===== src/rtl/control_posicion.sv =====
// control_posicion
//   Turns the four level-sensitive movement flags from the PS/2 decoder into a
//   bounded (X,Y) sprite position. The flags are resynchronised into Clk. A key
//   press gives one immediate step, then typematic auto-repeat while it is held.
//   The position saturates at the screen edges.
//
// Ports
//   Clk      in   system/pixel clock, rising edge
//   Reset    in   asynchronous, active-high
//   mIzq     in   left flag  (asynchronous to Clk)
//   mDer     in   right flag (asynchronous to Clk)
//   mArriba  in   up flag    (asynchronous to Clk)
//   mAbajo   in   down flag  (asynchronous to Clk)
//   PosX     out  [9:0] current X, registered
//   PosY     out  [8:0] current Y, registered
//   Moved    out  one-cycle pulse in the first cycle a changed position is shown
module control_posicion #(
  parameter int X_MAX        = 639,
  parameter int Y_MAX        = 479,
  parameter int X_INIT       = 320,
  parameter int Y_INIT       = 240,
  parameter int STEP         = 8,
  parameter int DELAY_TICKS  = 12500000,
  parameter int REPEAT_TICKS = 2500000,
  parameter int CW           = 24
) (
  input  logic       Clk,
  input  logic       Reset,
  input  logic       mIzq,
  input  logic       mDer,
  input  logic       mArriba,
  input  logic       mAbajo,
  output logic [9:0] PosX,
  output logic [8:0] PosY,
  output logic       Moved
);

  typedef enum logic [1:0] {
    S_IDLE,
    S_STEP,
    S_WAIT_FIRST,
    S_WAIT_REPEAT
  } state_t;

  // Saturating horizontal step; r/l already exclude the cancelled case.
  function automatic logic [9:0] sat_step_x(input logic [9:0] x, input logic l, input logic r);
    int xi;
    xi = int'(x);
    if (r)      xi = (xi > X_MAX - STEP) ? X_MAX : xi + STEP;
    else if (l) xi = (xi < STEP) ? 0 : xi - STEP;
    return 10'(xi);
  endfunction

  // Saturating vertical step; up decreases Y.
  function automatic logic [8:0] sat_step_y(input logic [8:0] y, input logic u, input logic d);
    int yi;
    yi = int'(y);
    if (d)      yi = (yi > Y_MAX - STEP) ? Y_MAX : yi + STEP;
    else if (u) yi = (yi < STEP) ? 0 : yi - STEP;
    return 9'(yi);
  endfunction

  // Stage p0/p1: two-flop synchronizer, bit order {Izq, Der, Arriba, Abajo}
  logic [3:0] meta_q;
  logic [3:0] sync_q;

  always_ff @(posedge Clk or posedge Reset) begin
    if (Reset) begin
      meta_q <= '0;
      sync_q <= '0;
    end else begin
      meta_q <= {mIzq, mDer, mArriba, mAbajo};
      sync_q <= meta_q;
    end
  end

  logic s_i, s_d, s_a, s_b;
  logic go_left, go_right, go_up, go_down, active;

  assign s_i = sync_q[3];
  assign s_d = sync_q[2];
  assign s_a = sync_q[1];
  assign s_b = sync_q[0];

  // Opposing keys cancel on their own axis only.
  assign go_right = s_d & ~s_i;
  assign go_left  = s_i & ~s_d;
  assign go_up    = s_a & ~s_b;
  assign go_down  = s_b & ~s_a;
  assign active   = go_right | go_left | go_up | go_down;

  // Stage p2: FSM, timer and position registers
  state_t        state_q;
  logic          first_q;
  logic [CW-1:0] timer_q;
  logic [9:0]    posx_q, posx_d;
  logic [8:0]    posy_q, posy_d;
  logic          moved_q;

  assign posx_d = sat_step_x(posx_q, go_left, go_right);
  assign posy_d = sat_step_y(posy_q, go_up, go_down);

  always_ff @(posedge Clk or posedge Reset) begin
    if (Reset) begin
      state_q <= S_IDLE;
      first_q <= 1'b0;
      timer_q <= '0;
      posx_q  <= 10'(X_INIT);
      posy_q  <= 9'(Y_INIT);
      moved_q <= 1'b0;
    end else begin
      moved_q <= 1'b0;
      case (state_q)
        S_IDLE: begin
          timer_q <= '0;
          if (active) begin
            state_q <= S_STEP;
            first_q <= 1'b1;
          end
        end
        S_STEP: begin
          if (active) begin
            posx_q  <= posx_d;
            posy_q  <= posy_d;
            // A step fully absorbed by clamping keeps its timing but no pulse.
            moved_q <= (posx_d != posx_q) || (posy_d != posy_q);
            if (first_q) begin
              state_q <= S_WAIT_FIRST;
              timer_q <= CW'(DELAY_TICKS - 1);
            end else begin
              state_q <= S_WAIT_REPEAT;
              timer_q <= CW'(REPEAT_TICKS - 1);
            end
          end else begin
            state_q <= S_IDLE;
            timer_q <= '0;
          end
        end
        S_WAIT_FIRST, S_WAIT_REPEAT: begin
          if (!active) begin
            state_q <= S_IDLE;
            timer_q <= '0;
          end else if (timer_q == '0) begin
            state_q <= S_STEP;
            first_q <= 1'b0;
          end else begin
            timer_q <= timer_q - CW'(1);
          end
        end
        default: begin
          state_q <= S_IDLE;
          timer_q <= '0;
        end
      endcase
    end
  end

  assign PosX  = posx_q;
  assign PosY  = posy_q;
  assign Moved = moved_q;

endmodule


===== config.mk =====
export PLATFORM = sky130hd
export DESIGN_NAME = control_posicion
export DESIGN_NICKNAME = d
export VERILOG_FILES = /design/src/rtl/control_posicion.sv
export SDC_FILE = /design/constraint.sdc
export NUM_CORES = 1
export LEC_CHECK = 0
export CAP_MARGIN = 20
export CORE_ASPECT_RATIO = 2
export CORE_UTILIZATION = 53
export DETAILED_ROUTE_END_ITERATION = 8
export PLACE_DENSITY_LB_ADDON = 0.05
export SLEW_MARGIN = 30
export SYNTH_ARGS = -nofsm -noshare
export SYNTH_HDL_FRONTEND = slang
export SYNTH_SLANG_ARGS = --single-unit

===== constraint.sdc =====
create_clock -name Clk -period 2.32 [get_ports Clk]
set_clock_uncertainty 0.2 [all_clocks]
set_input_delay 0.464 -clock Clk [delete_from_list [all_inputs] [get_ports Clk]]
set_output_delay 0.464 -clock Clk [all_outputs]
set_load 0.01 [all_outputs]

==> results.ini <==
[synthesis]
netlist-cell-type-count=63
yosys.area.top_type=dfrtp_1
yosys.area.top_type_share_pct=35.4
mappedNetlistNets=415
yosys-top-cells-area=dfrtp_1 35%, a21oi_1 5.3%, dfstp_2 4.6%
ys_seq_area_share_pct=40.0
asyncSetResetFlopFracSynth_pct=100
yosysWarnings=0
syn-instance-count=401
syn_area_mm2=0.00346
synth_edf_count=0
synth-main-ff-cell=dfrtp_1
postSynthRegisterBits=55
synth.avg_cell_area_um2=8.63

[global_routing]
gr-usage-met3_pct=6.20
track_usage_pct=36.4
antenna_found_initial=0
grt-busiest-layer=met2
grt_max_degree=56
groute.layer.met1.usage_pct=35.2
grt_pass1_wl_mm=18.2
grt.met2_usage_pct=67.3
first_global_vias=3717
grt.overflow.total=0

[finish]
syn2layout_area_growth_pct=40.1
postLayoutCoreUtil_pct=76.9
final_common_cell=buf_4
fin_cells=586
final_stage_net_count=513
most_used_cells_in_the_layout_excluding_fill_and_tap_cells=87 x buf_4, 47 x dfrtp_1, 39 x nor2_1
antenna_cells=0
n_fill_cell=492
post_route_cells_drive_above_1_share_pct=31.2

[timing]
grt_setup_unrepaired=yes
maxClockFrequency_mhz=417
worst_setup_slack_final_ns=-0.0795
fin_crit_sh_pct=103
timing.final.setup_violations=1
holdWs_ns=0.153
finalWorstPathRequiredPeriod_ns=2.40
finalHoldViolCount=0
totalNegativeSetupSlack_ns=-0.0795
report.final.slew_viol_count=0
max_slew_margin_pct=63.1
tightestPinTransition_ns=0.550

[power_and_ir_drop]
vdd_ir_drop_max_mv=0.854
power_per_cell_area_mw_per_mm2=1350
cellLeakagePower_nw=2.09

[route]
via_count=3657
route.antenna.remaining_nets=0
wl_mm=11.5
route.detailed.drc=0
detailedRoute.firstPassIterationCount=5
drt-vias-per-instance=6.24
wire_per_inst_um=19.6
first_iter_violations=194

[clocking]
cts_root_buf=clkbuf_16
num_clock_sinks=55
insertion_delay_ns=0.30
clock_tree_from_tritoncts=done
ctsHtreeMaxLevel=2
post_cts_hold_buffer_count=0
cts-buffers-inserted=5
cts_buffer_depth=2
worst_setup_hold_path_clk_slew_ns=0.07

[place]
numPlacedInstances=577
routabilityCongestion=0.969
pre_cts_ws_ns=-0.141
hpwlAfterDp_mm=8.20
buffer_ports.inserted=25

[floorplanning]
num_rows=41
core_area_mm2=0.00631
ios=26
die-width_um=59.2
total_die_area_mm2=0.00688
start_util_pct=54.9
die_height_um=116

[worst_setup_path]
type_of_the_worst_setup_path=flop to flop
timing.critical_path.required_ns=2.29
timing.critical_path.fanout_max=10
critPathArrivalTime_ns=2.37
critical_path.startpoint_type=flop
endpoint_kind=flop

[status]
result_of_the_run=finished with violations
violations=negative setup slack

[worst_hold_path]
hold_class=flop to flop

[job]
max_cap_violations=0

cells in the mapped netlist, drive strengths merged (7+ instances only):
cell type   n
clkbuf     23
inv        15
nor4        9
nor2b       7
nand3      12
dfrtp      49
xnor2      11
a21oi      37
a31oi      11
nor2       40
nand2      27
o21ai      18
nor3       19
ha          8
critical path: stages (launching register included):
cell and delay (ns):
dfrtp_2 0.50, inv_1 0.09, ha_1 0.30, a221o_1 0.29, a222oi_1 0.23, nand4_1 0.17, a2111oi_2 0.36, a31oi_1 0.13
final cells by class:
type                    count  area [µm²]  area share (%)
multi-input cells         303        2140            44.1
flip-flops and latches     55        1390            28.6
repair buffers            119        1020            21.0
clock buffers               5         125            2.58
well taps                  86         108            2.22
inverters                  15        56.3            1.16
clock inverters             3        20.0           0.413
cell families (layout without fill, tap and decap cells):
| family | count (synthesis) | in the layout | share of synthesized area, % |
|---|---|---|---|
| flip-flops | 55 | 55 | 40.0 |
| AND/OR/NAND/NOR | 160 | 160 | 25.5 |
| multiplexers | 3 | 3 | 0.867 |
| adder cells (fa/ha/maj) | 8 | 8 | 2.89 |
| AO/OA/AOI/OAI | 116 | 116 | 22.0 |
| XOR/XNOR | 16 | 16 | 4.05 |
| buffers and inverters | 43 | 142 | 4.77 |
through the flow:
step	power, mW	instance area, µm²
final	6.53	4850
after global routing	6.95	4850
after CTS	6.21	4700
after detailed placement	5.36	4490
after global placement	5.29	4490
after floorplan	3.68	3520
report_power, final:
part	switching, mW	internal, mW
registers	0.406	1.31
logic	2.05	2.01
clock network	0.357	0.399
total	2.81	3.71
state kept, by name, summed over array words and instances, names as in the netlist:
signal   cells
Moved        1
PosX        10
first_q      1
meta_q       4
state_q      2
timer_q     24
PosY         9
sync_q       4
metal layers:
| metal | part of all wire [%] | routed length (µm) | up-vias |
|---|---|---|---|
| li1 | - | - | 1669 |
| met1 | 33 | 3800 | 1783 |
| met2 | 56 | 6400 | 139 |
| met3 | 4.0 | 461 | 66 |
| met4 | 7.2 | 825 | 0 |
| met5 | 0 | 0 | - |
final timing paths:
kind | from | end | slack [ns] | cells past startpoint
max | PosX[4] | Moved | -0.08 | 7
min | meta_q[3] | sync_q[3] | 0.15 | 0
max reg2reg | PosX[4] | Moved | -0.08 | 7
min reg2reg | meta_q[3] | sync_q[3] | 0.15 | 0
max in group asynchronous | Reset | PosY[6] | 1.27 | 3
min in group asynchronous | Reset | meta_q[0] | 0.33 | 3
timing repair:
item / CTS / global route
buffers inserted: 1 / 0
gates resized for setup: 13 / 31
setup endpoints to repair: 6 / 31
pin swaps: 3 / 1
hold endpoints to repair: 0 / 0
Note: power is estimated with default switching activity, not from simulation.
